==> src/rtl/ddr_rx_pkg.sv <==
// ddr_rx_pkg: shared constants, FSM state type and the single-bit CRC5 step
// for the HDR-DDR receive path.
//   CRC5_SEED / CRC5_POLY : CRC register reset value and feedback taps
//                           (G(x) = x^5 + x^2 + 1, x^5 implicit)
//   crc_state_t           : IDLE / SHIFT / DONE
//   crc5_bit_step()       : advance the CRC register by one data bit
package ddr_rx_pkg;

    localparam int unsigned CRC_W    = 5;
    localparam int unsigned BYTE_W   = 8;
    localparam int unsigned BITCNT_W = 3;

    localparam logic [CRC_W-1:0] CRC5_SEED = 5'h1F;
    localparam logic [CRC_W-1:0] CRC5_POLY = 5'h05;

    localparam logic [1:0] ST_IDLE  = 2'd0;
    localparam logic [1:0] ST_SHIFT = 2'd1;
    localparam logic [1:0] ST_DONE  = 2'd2;

    typedef enum logic [1:0] {
        IDLE  = ST_IDLE,
        SHIFT = ST_SHIFT,
        DONE  = ST_DONE
    } crc_state_t;

    // One serial CRC step, data bit presented MSB first.
    function automatic logic [CRC_W-1:0] crc5_bit_step(
        input logic [CRC_W-1:0] crc,
        input logic             data_bit,
        input logic [CRC_W-1:0] poly = CRC5_POLY
    );
        logic fb;
        fb = crc[CRC_W-1] ^ data_bit;
        return {crc[CRC_W-2:0], 1'b0} ^ (fb ? poly : '0);
    endfunction

endpackage

==> src/rtl/ddr_rx_byte_fifo.sv <==
// ddr_rx_byte_fifo: small synchronous byte FIFO with flush.
//   clk, rst      : clock, synchronous active-high reset
//   flush         : empties the FIFO; a same-cycle push lands as entry 0
//   push, din     : write request and data (ignored when full unless popping)
//   pop           : read request, advances the read pointer
//   dout_c        : head-of-queue data (combinational)
//   full_c/empty_c: occupancy flags (combinational from registers)
// FIFO_DEPTH must be a power of two so the pointers wrap naturally.
module ddr_rx_byte_fifo #(
    parameter int unsigned FIFO_DEPTH = 2,
    parameter int unsigned DATA_W     = 8
) (
    input  logic              clk,
    input  logic              rst,
    input  logic              flush,
    input  logic              push,
    input  logic [DATA_W-1:0] din,
    input  logic              pop,
    output logic [DATA_W-1:0] dout_c,
    output logic              full_c,
    output logic              empty_c
);

    localparam int unsigned AW = (FIFO_DEPTH > 1) ? $clog2(FIFO_DEPTH) : 1;
    localparam int unsigned CW = AW + 1;

    logic [DATA_W-1:0] mem [FIFO_DEPTH];
    logic [AW-1:0]     wr_ptr;
    logic [AW-1:0]     rd_ptr;
    logic [AW-1:0]     wr_idx;
    logic [CW-1:0]     count;
    logic              wr_en;
    logic              rd_en;

    assign full_c  = (count == CW'(FIFO_DEPTH));
    assign empty_c = (count == '0);
    assign rd_en   = pop & ~empty_c & ~flush & ~rst;
    // A full FIFO still accepts a byte when the same cycle pops or flushes.
    assign wr_en   = push & ~rst & (flush | ~full_c | rd_en);
    assign wr_idx  = flush ? AW'(0) : wr_ptr;
    assign dout_c  = mem[rd_ptr];

    // Pointer and occupancy registers.
    always_ff @(posedge clk) begin
        if (rst) begin
            wr_ptr <= '0;
            rd_ptr <= '0;
            count  <= '0;
        end else if (flush) begin
            rd_ptr <= '0;
            wr_ptr <= wr_en ? AW'(1) : AW'(0);
            count  <= wr_en ? CW'(1) : CW'(0);
        end else begin
            if (wr_en) wr_ptr <= wr_ptr + AW'(1);
            if (rd_en) rd_ptr <= rd_ptr + AW'(1);
            count <= count + CW'(wr_en) - CW'(rd_en);
        end
    end

    // Storage array.
    always_ff @(posedge clk) begin
        if (wr_en) mem[wr_idx] <= din;
    end

endmodule

==> src/rtl/ddr_rx_crc5_engine.sv <==
// ddr_rx_crc5_engine: serial HDR-DDR CRC5 over the RX data bytes.
// Bytes are queued in a small FIFO and shifted one bit per clock, MSB first.
//   i_sys_clk, i_sys_rst : clock, synchronous active-high reset
//   i_crc_init           : frame start; reloads seed, flushes, clears flags
//   i_rx_byte_valid/byte : deserialized byte strobe and data
//   i_crc_en             : RX result request (level)
//   o_crc_value          : current CRC register
//   o_crc_valid          : CRC final for all accepted bytes (DONE state)
//   o_crc_busy           : FIFO not empty or shift in progress
//   o_crc_overflow       : sticky; a byte was dropped on a full FIFO
// Optional (macro DDR_RX_CRC5_COMPARE_EN):
//   i_rx_crc_rcvd        : CRC word received on the bus
//   o_crc_error          : sticky; received CRC differed when valid rose
module ddr_rx_crc5_engine
    import ddr_rx_pkg::*;
#(
    parameter logic [CRC_W-1:0] CRC_SEED   = CRC5_SEED,
    parameter logic [CRC_W-1:0] CRC_POLY   = CRC5_POLY,
    parameter int unsigned      FIFO_DEPTH = 2
) (
    input  logic              i_sys_clk,
    input  logic              i_sys_rst,
    input  logic              i_crc_init,
    input  logic              i_rx_byte_valid,
    input  logic [BYTE_W-1:0] i_rx_byte,
    input  logic              i_crc_en,
`ifdef DDR_RX_CRC5_COMPARE_EN
    input  logic [CRC_W-1:0]  i_rx_crc_rcvd,
    output logic              o_crc_error,
`endif
    output logic [CRC_W-1:0]  o_crc_value,
    output logic              o_crc_valid,
    output logic              o_crc_busy,
    output logic              o_crc_overflow
);

    crc_state_t           state_q, state_d;
    logic [CRC_W-1:0]     crc_q, crc_d;
    logic [BYTE_W-1:0]    sr_q, sr_d;
    logic [BITCNT_W-1:0]  bitcnt_q, bitcnt_d;
    logic                 valid_q, valid_d;
    logic                 ovf_q, ovf_d;
    logic                 pop;
    logic                 drop;
    logic [BYTE_W-1:0]    fifo_dout;
    logic                 fifo_full;
    logic                 fifo_empty;

    ddr_rx_byte_fifo #(
        .FIFO_DEPTH (FIFO_DEPTH),
        .DATA_W     (BYTE_W)
    ) u_fifo (
        .clk     (i_sys_clk),
        .rst     (i_sys_rst),
        .flush   (i_crc_init),
        .push    (i_rx_byte_valid),
        .din     (i_rx_byte),
        .pop     (pop),
        .dout_c  (fifo_dout),
        .full_c  (fifo_full),
        .empty_c (fifo_empty)
    );

    // Next-state and datapath logic.
    always_comb begin
        state_d  = state_q;
        crc_d    = crc_q;
        sr_d     = sr_q;
        bitcnt_d = bitcnt_q;
        pop      = 1'b0;

        case (state_q)
            IDLE: begin
                if (!fifo_empty) begin
                    pop      = 1'b1;
                    sr_d     = fifo_dout;
                    bitcnt_d = '0;
                    state_d  = SHIFT;
                end else if (i_crc_en) begin
                    state_d = DONE;
                end
            end
            SHIFT: begin
                crc_d    = crc5_bit_step(crc_q, sr_q[BYTE_W-1], CRC_POLY);
                sr_d     = {sr_q[BYTE_W-2:0], 1'b0};
                bitcnt_d = bitcnt_q + BITCNT_W'(1);
                // Last bit of the byte: chain straight into the next one.
                if (bitcnt_q == BITCNT_W'(BYTE_W - 1)) begin
                    if (!fifo_empty) begin
                        pop      = 1'b1;
                        sr_d     = fifo_dout;
                        bitcnt_d = '0;
                    end else begin
                        state_d = IDLE;
                    end
                end
            end
            DONE: begin
                if (!i_crc_en) begin
                    state_d = IDLE;
                end else if (!fifo_empty) begin
                    pop      = 1'b1;
                    sr_d     = fifo_dout;
                    bitcnt_d = '0;
                    state_d  = SHIFT;
                end
            end
            default: state_d = IDLE;
        endcase

        if (i_crc_init) begin
            state_d = IDLE;
            crc_d   = CRC_SEED;
            pop     = 1'b0;
        end

        drop    = i_rx_byte_valid & fifo_full & ~pop & ~i_crc_init;
        ovf_d   = i_crc_init ? 1'b0 : (ovf_q | drop);
        valid_d = (state_d == DONE);
    end

    // State and datapath registers.
    always_ff @(posedge i_sys_clk) begin
        if (i_sys_rst) begin
            state_q  <= IDLE;
            crc_q    <= CRC_SEED;
            sr_q     <= '0;
            bitcnt_q <= '0;
            valid_q  <= 1'b0;
            ovf_q    <= 1'b0;
        end else begin
            state_q  <= state_d;
            crc_q    <= crc_d;
            sr_q     <= sr_d;
            bitcnt_q <= bitcnt_d;
            valid_q  <= valid_d;
            ovf_q    <= ovf_d;
        end
    end

    assign o_crc_value    = crc_q;
    assign o_crc_valid    = valid_q;
    assign o_crc_overflow = ovf_q;
    assign o_crc_busy     = (state_q == SHIFT) | ~fifo_empty;

`ifdef DDR_RX_CRC5_COMPARE_EN
    logic err_q, err_d;

    // Compare only on the rising edge of valid, when the CRC is final.
    always_comb begin
        err_d = err_q;
        if (i_crc_init) begin
            err_d = 1'b0;
        end else if (valid_d && !valid_q && (i_rx_crc_rcvd != crc_d)) begin
            err_d = 1'b1;
        end
    end

    always_ff @(posedge i_sys_clk) begin
        if (i_sys_rst) err_q <= 1'b0;
        else           err_q <= err_d;
    end

    assign o_crc_error = err_q;
`endif

endmodule

==> config.mk <==
export PLATFORM = sky130hd
export DESIGN_NAME = ddr_rx_crc5_engine
export DESIGN_NICKNAME = d
export VERILOG_FILES = /design/src/rtl/ddr_rx_pkg.sv /design/src/rtl/ddr_rx_byte_fifo.sv /design/src/rtl/ddr_rx_crc5_engine.sv
export SDC_FILE = /design/constraint.sdc
export NUM_CORES = 1
export LEC_CHECK = 0
export BUFFER_PORTS_ARGS = -buffer_cell sky130_fd_sc_hd__buf_2
export CORE_ASPECT_RATIO = 0.8
export CORE_MARGIN = 2
export CORE_UTILIZATION = 55
export DETAILED_ROUTE_END_ITERATION = 12
export GPL_TIMING_DRIVEN = 0
export PLACE_DENSITY_LB_ADDON = 0.25
export SLEW_MARGIN = 25
export SYNTH_ARGS = -nofsm -noshare
export SYNTH_HDL_FRONTEND = slang
export SYNTH_SLANG_ARGS = --single-unit
==> constraint.sdc <==
create_clock -name i_sys_clk -period 6 [get_ports i_sys_clk]
set_input_delay 0.3 -clock i_sys_clk [delete_from_list [all_inputs] [get_ports i_sys_clk]]
set_output_delay 0.3 -clock i_sys_clk [all_outputs]
set_load 0.02 [all_outputs]
After elaboration in Yosys (flattened, before gate mapping)
Memory sizes are Yosys's and may differ from the RTL's. A register that Yosys moved wholly into a read port is not among the register bits.
Index checks and enable logic that the tools add are counted.
{ "op_classes": {"n_eq_ne": 6, "mux": 33, "add_sub_neg": 5, "bitwise_logic": 19, "reduce_logical": 6} }
{ "ops": {"columns": ["operator", "count"], "rows": [
  ["$mux 8", 4],
  ["$pmux 8 s3", 1],
  ["$mux 2", 8],
  ["$mux 3", 5],
  ["$mux 1", 12],
  ["$pmux 3 s3", 1],
  ["$and 1x1->1", 8],
  ["$eq 2x2->1 const B", 3],
  ["$pmux 2 s3", 1],
  ["$not 1->1", 5],
  ["$xor 5x3->5", 1],
  ["$logic_not 2->1", 2],
  ["$or 1x1->1", 4],
  ["$add 3x1->3 const B", 1],
  ["$eq 3x3->1 const B", 1],
  ["$pmux 1 s3", 1],
  ["$reduce_bool 3->1", 1],
  ["$add 1x1->1 const B", 2],
  ["$add 2x1->2", 1],
  ["$eq 2x1->1 const B", 1],
  ["$ne 2x2->1 const B", 1],
  ["$reduce_and 2->1", 1],
  ["$reduce_bool 2->1", 1],
  ["$reduce_or 2->1", 1],
  ["2 further kinds", 2]
]} }
{ "totals": {"ramBits": 16, "elab_cells": 79, "mem_count": 1, "reg_bits": 24, "output_inout_bits": 8} }
{ "mem_list": {"columns": ["name", "words", "word_bits", "read_ports", "rd_ports_with_merged_regs", "wr", "line", "source"], "rows": [
  ["u_fifo.mem", 2, 8, 1, 1, 1, "ddr_rx_byte_fifo.sv:27", "logic [DATA_W-1:0] mem [FIFO_DEPTH];"]
]} }

Logic depth before layout (Yosys ltp)
{ "logic_depth": {"ltp_word": 13, "depth_mapped": 11, "ltp_nobuf": 11} }

Modules after synthesis
Synthesis repeated with hierarchy kept, for this count alone.
{ "unflattened": {"hier_cells": 170, "area_unflattened_um2": 1840.5} }
{ "by_module_without_submodules": {"columns": ["module", "instances", "area_each_um2", "cells_per_inst"], "rows": [
  ["ddr_rx_crc5_engine", 1, 988.4, 113],
  ["ddr_rx_byte_fifo", 1, 852.1, 57]
]} }

Least setup slack after synthesis
No wires, ideal clock.
{ "synth_timing": {"kind": "reg-to-reg", "from": "reg state_q[0]", "to": "reg u_fifo.count[1]", "setup_ns": 0.131, "t_arrival_ns": 2.186, "setup_slack_ns": 3.683, "path_stages_with_launch": 12, "synth_period_minus_slack_ns": 2.317, "path_cell_list": "dfxtp_1 > inv_1 > ha_1 > mux2_2 > a21o_1 > nor3b_1 > ha_1 > inv_1 > ha_1 > xor2_1 > xnor2_1 > nor3_1"} }
{ "synth_between": {"elab_chain_cells": 11} }
{ "synth_rtl": {"columns": ["item", "line", "source"], "rows": [
  ["start: declaration", "ddr_rx_crc5_engine.sv:37", "crc_state_t state_q, state_d;"],
  ["start signal: assignment", "ddr_rx_crc5_engine.sv:132", "state_q <= state_d;"],
  ["$eq 2x2->1 (tied with other cells)", "ddr_rx_crc5_engine.sv:72", "case (state_q)"],
  ["$pmux 1 s3 (*)", "ddr_rx_crc5_engine.sv:72", null],
  ["$mux 1 (*)", "ddr_rx_crc5_engine.sv:111", "if (i_crc_init) begin"],
  ["$and 1x1->1 (*) (3 in a row)", "ddr_rx_byte_fifo.sv:37", "assign rd_en = pop & ~empty_c & ~flush & ~rst;"],
  ["named net u_fifo.rd_en", "ddr_rx_byte_fifo.sv:33", "logic rd_en;"],
  ["$or 1x1->1", "ddr_rx_byte_fifo.sv:39", "assign wr_en = push & ~rst & (flush | ~full_c | rd_en);"],
  ["$and 1x1->1", "ddr_rx_byte_fifo.sv:39", null],
  ["$add 2x1->2", "ddr_rx_byte_fifo.sv:56", "count <= count + CW'(wr_en) - CW'(rd_en);"],
  ["$sub 2x1->2 (*)", "ddr_rx_byte_fifo.sv:56", null],
  ["$mux 2 (*)", "ddr_rx_byte_fifo.sv:49", "end else if (flush) begin"],
  ["end signal: assignment", "ddr_rx_byte_fifo.sv:52", "count <= wr_en ? CW'(1) : CW'(0);"],
  ["end signal: assignment", "ddr_rx_byte_fifo.sv:56", null],
  ["end: declaration", "ddr_rx_byte_fifo.sv:31", "logic [CW-1:0] count;"]
]} }
The timed path passes the listed nets; every way through them passes the cells marked *.
A chain may end at the register's enable or synchronous reset.

Worst setup path after layout
Ends and elaborated chain as after synthesis.

==> impl_summary.log <==
INFO  metric status = complete, no violations
INFO  metric viasPerCell = 5.68
INFO  metric finalClockSkew = 0.00853 ns
INFO  metric drive_above_1_share = 0.177
INFO  metric fmax = 392 MHz
INFO  metric drt-wirelength-per-cell = 14.4 um
INFO  metric setup.worst_path.start_class = register
INFO  metric power-per-cell-area = 283 nW/um^2
INFO  metric cts_root_buffer = clkbuf_8
INFO  metric clock_transition_at_the_registers_of_the_reported_paths = 0.08 ns
INFO  metric diodes = 0
INFO  metric fp.dieH = 56.1 um
INFO  metric vias_post_dr = 1381
INFO  metric antenna_left = 0
INFO  metric number_of_global_route_vias_before_repair = 1347
INFO  metric fillCellCount = 246
INFO  metric grt_antenna_before_repair = 0
INFO  metric post-route-drc-count = 0
INFO  metric route.final.wire_length = 3.50 mm
INFO  metric grt_setup_unrepaired = no
INFO  metric tritoncts = done
INFO  metric initial_core_util = 0.589
INFO  metric cp_max_stage_cell = dfxtp_1
INFO  metric worst_skew_pair.late_latency = 0.30 ns
INFO  metric max_stage_delay = 0.47 ns
INFO  metric critical-path-top-cell-by-count = ha_1
INFO  metric max_slew_margin_vs_limit = 0.434
INFO  metric holdCritPathClass = input pin to register
INFO  metric finalWorstPathRequiredPeriod = 2.55 ns
INFO  metric mappedNetlistArea = 1870 um^2
INFO  metric number_of_synthesis_warnings = 0
INFO  metric timing.critical_path.fanout_max = 7
INFO  metric dieArea = 3880 um^2
INFO  metric cts_buffers = 5
INFO  metric drv.max_cap_violation_count = 0
INFO  metric total_leakage_power = 0.837 nW
INFO  metric place_worst_setup_slack = 3.44 ns
INFO  metric syn_area_per_cell = 10.7 um^2
INFO  metric worst-setup-path-type = register to register
INFO  metric cts-htree-levels = 2
INFO  metric fin_ws = 3.45 ns
INFO  metric drtPass1Iterations = 4
INFO  metric port-buffer-count = 20
INFO  metric grt_max_degree = 14
INFO  metric drt_iter0_markers = 82
INFO  metric die-width = 69.2 um
INFO  metric flow.area_growth_from_synthesis = 14.5%
INFO  metric fraction_of_the_core_area_covered_by_cells_at_the_end_of_the_flow = 0.674
INFO  metric core_region_area = 3180 um^2
INFO  metric postSynthNetCount = 196
INFO  metric grtUsageTotal = 0.199
INFO  metric clock-sinks = 41
INFO  metric cp.required = 6.17 ns
INFO  metric cts_setup_buffers = 0
INFO  metric cp_cell_sequence = inv_1 > ha_1 > mux2_2 > a21o_1 > nor3b_1 > ha_1 > inv_1 > ha_1 > xor2_1 > xnor2_1 > nor3_1
INFO  metric synth-seq-area-share = 0.525
INFO  metric max_slew.worst_pin.slew = 0.849 ns
INFO  metric postLayoutCellArea = 2140 um^2
INFO  metric report.final.hold_viol_count = 0
INFO  metric ir_worst_vdd = 225 uV
INFO  metric synth.lib_cells_used.distinct = 37
INFO  metric finalSetupViolCount = 0
INFO  metric timing.final.crit_share = 0.425
INFO  metric final.setup.tns = 0 ns
INFO  metric synthesis.instances = 175
INFO  metric detailed_place.area = 2030 um^2
INFO  metric place.gp.congestion = 0.797
INFO  metric hpwlAfterDp = 2.54 mm
INFO  metric nets = 223
INFO  metric grt_remaining_overflow = 0
INFO  metric first_pass_grt_wire_length = 6.04 mm
INFO  metric sequential_cell_area = 981 um^2
INFO  metric endpoint_kind = register
INFO  metric power = 0.606 mW
INFO  metric maxSlewViolCount = 0
INFO  metric rows = 18
INFO  metric cts_resized = 0
INFO  metric layout_commonest_cell = dfxtp_1
INFO  metric multi_input_area = 841 um^2
INFO  metric boundaryPins = 21
INFO  metric most_frequent_cells_in_the_layout = dfxtp_1 (25), buf_2 (21), nand2_1 (18)
INFO  metric clock_path_buffers = 2
INFO  metric postSynthRegisterBits = 41
INFO  metric postCtsHoldBufs = 0
INFO  metric worst-endpoint-arrival = 2.72 ns
[report_power, final]
part / internal [mW] / switching (mW) / total [mW] / leakage, nW
clock: 0.125 / 0.0946 / 0.219 / 0.0554
combinational: 0.0320 / 0.0447 / 0.0767 / 0.431
sequential: 0.302 / 0.00766 / 0.310 / 0.351
[critical path, delay by kind of cell, from the launching register on]
family,cells,cell delay [ns]
compound gates,1,0.23
xor+xnor,2,0.32
fa+ha+maj,3,0.73
buf+inv,2,0.17
flops,1,0.47
mux,1,0.29
simple gates,2,0.21
[cells by family (layout without fill, tap and decap cells)]
group                    count (synthesis)  count (layout)  share of synthesized area
AND/OR/NAND/NOR                         50              50                      0.132
AO/OA/AOI/OAI                           41              41                      0.142
flip-flops                              41              41                      0.525
multiplexers                            18              18                     0.0984
buffers and inverters                   13              41                     0.0308
adder cells (fa/ha/maj)                  8               8                     0.0535
XOR/XNOR                                 4               4                     0.0187
[path summary, 6_finish.rpt]
| kind | to | cells past startpoint | start | slack [ns] |
|---|---|---|---|---|
| hold / removal | u_fifo.mem[1][7] | 1 | i_rx_byte[7] | 0.19 |
| setup reg to reg | u_fifo.count[1] | 11 | state_q[0] | 3.45 |
| hold reg to reg | sr_q[1] | 2 | sr_q[1] | 0.46 |
| setup / recovery | u_fifo.count[1] | 11 | state_q[0] | 3.45 |
[stage by stage]
stage / hold slack [ns] / instances
global placement: 0.444 / 235
CTS: 0.185 / 243
global route: 0.180 / 243
detailed placement: 0.451 / 235
finish: 0.185 / 243
floorplan: 0.399 / 175
[Yosys cell counts]
cell type,n,area share
mux2i_1,15,0.080
o21ai_0,11,0.029
a21oi_1,11,0.029
and3_1,3,0.010
buf_1,1,0.0020
buf_2,1,0.0027
or3_1,3,0.010
xor2_1,1,0.0047
nor3_2,1,0.0054
nor2b_1,2,0.0067
o21a_1,1,0.0040
dfxtp_1,25,0.27
o211ai_1,7,0.028
nor2_1,10,0.020
nand2b_1,4,0.013
buf_6,1,0.0060
ha_1,8,0.054
a21boi_0,1,0.0040
clkbuf_1,4,0.0080
a211oi_1,1,0.0040
nor4_1,2,0.0067
a221o_1,1,0.0054
nor3b_1,2,0.0080
o31a_1,1,0.0047
nand3_1,1,0.0027
a22o_1,2,0.0094
mux2_2,3,0.018
a21o_1,2,0.0080
nand2_1,18,0.036
a22oi_1,1,0.0040
a31oi_1,1,0.0033
a221oi_2,1,0.0080
or3b_1,1,0.0047
xnor2_1,3,0.014
inv_1,6,0.012
nor3_1,3,0.0080
edfxtp_1,16,0.26
[layout make-up]
| cell class | instances | share of cell area |
|---|---|---|
| buffer | 7 | 0.0164 |
| clock buffer | 6 | 0.0339 |
| timing repair buffer | 20 | 0.0468 |
| multi-input combinational | 121 | 0.393 |
| tap | 40 | 0.0234 |
| inverter | 6 | 0.0105 |
| sequential | 41 | 0.458 |
| clock inverter | 2 | 0.0181 |
[routing by layer]
layer | track usage | part of all wire
met4 | 0.101 | 0.019
met2 | 0.316 | 0.49
met1 | 0.250 | 0.45
met3 | 0.0562 | 0.039
met5 | 0 | 0
[registers in the layout (all words and copies together), names as in the netlist, named ones only]
signal / count
u_fifo.wr_ptr: 1
o_crc_valid: 1
o_crc_value: 5
u_fifo.rd_ptr: 1
sr_q: 8
state_q: 2
bitcnt_q: 3
u_fifo.mem: 16
u_fifo.count: 2
o_crc_overflow: 1
(Power assumes the default switching activity.)
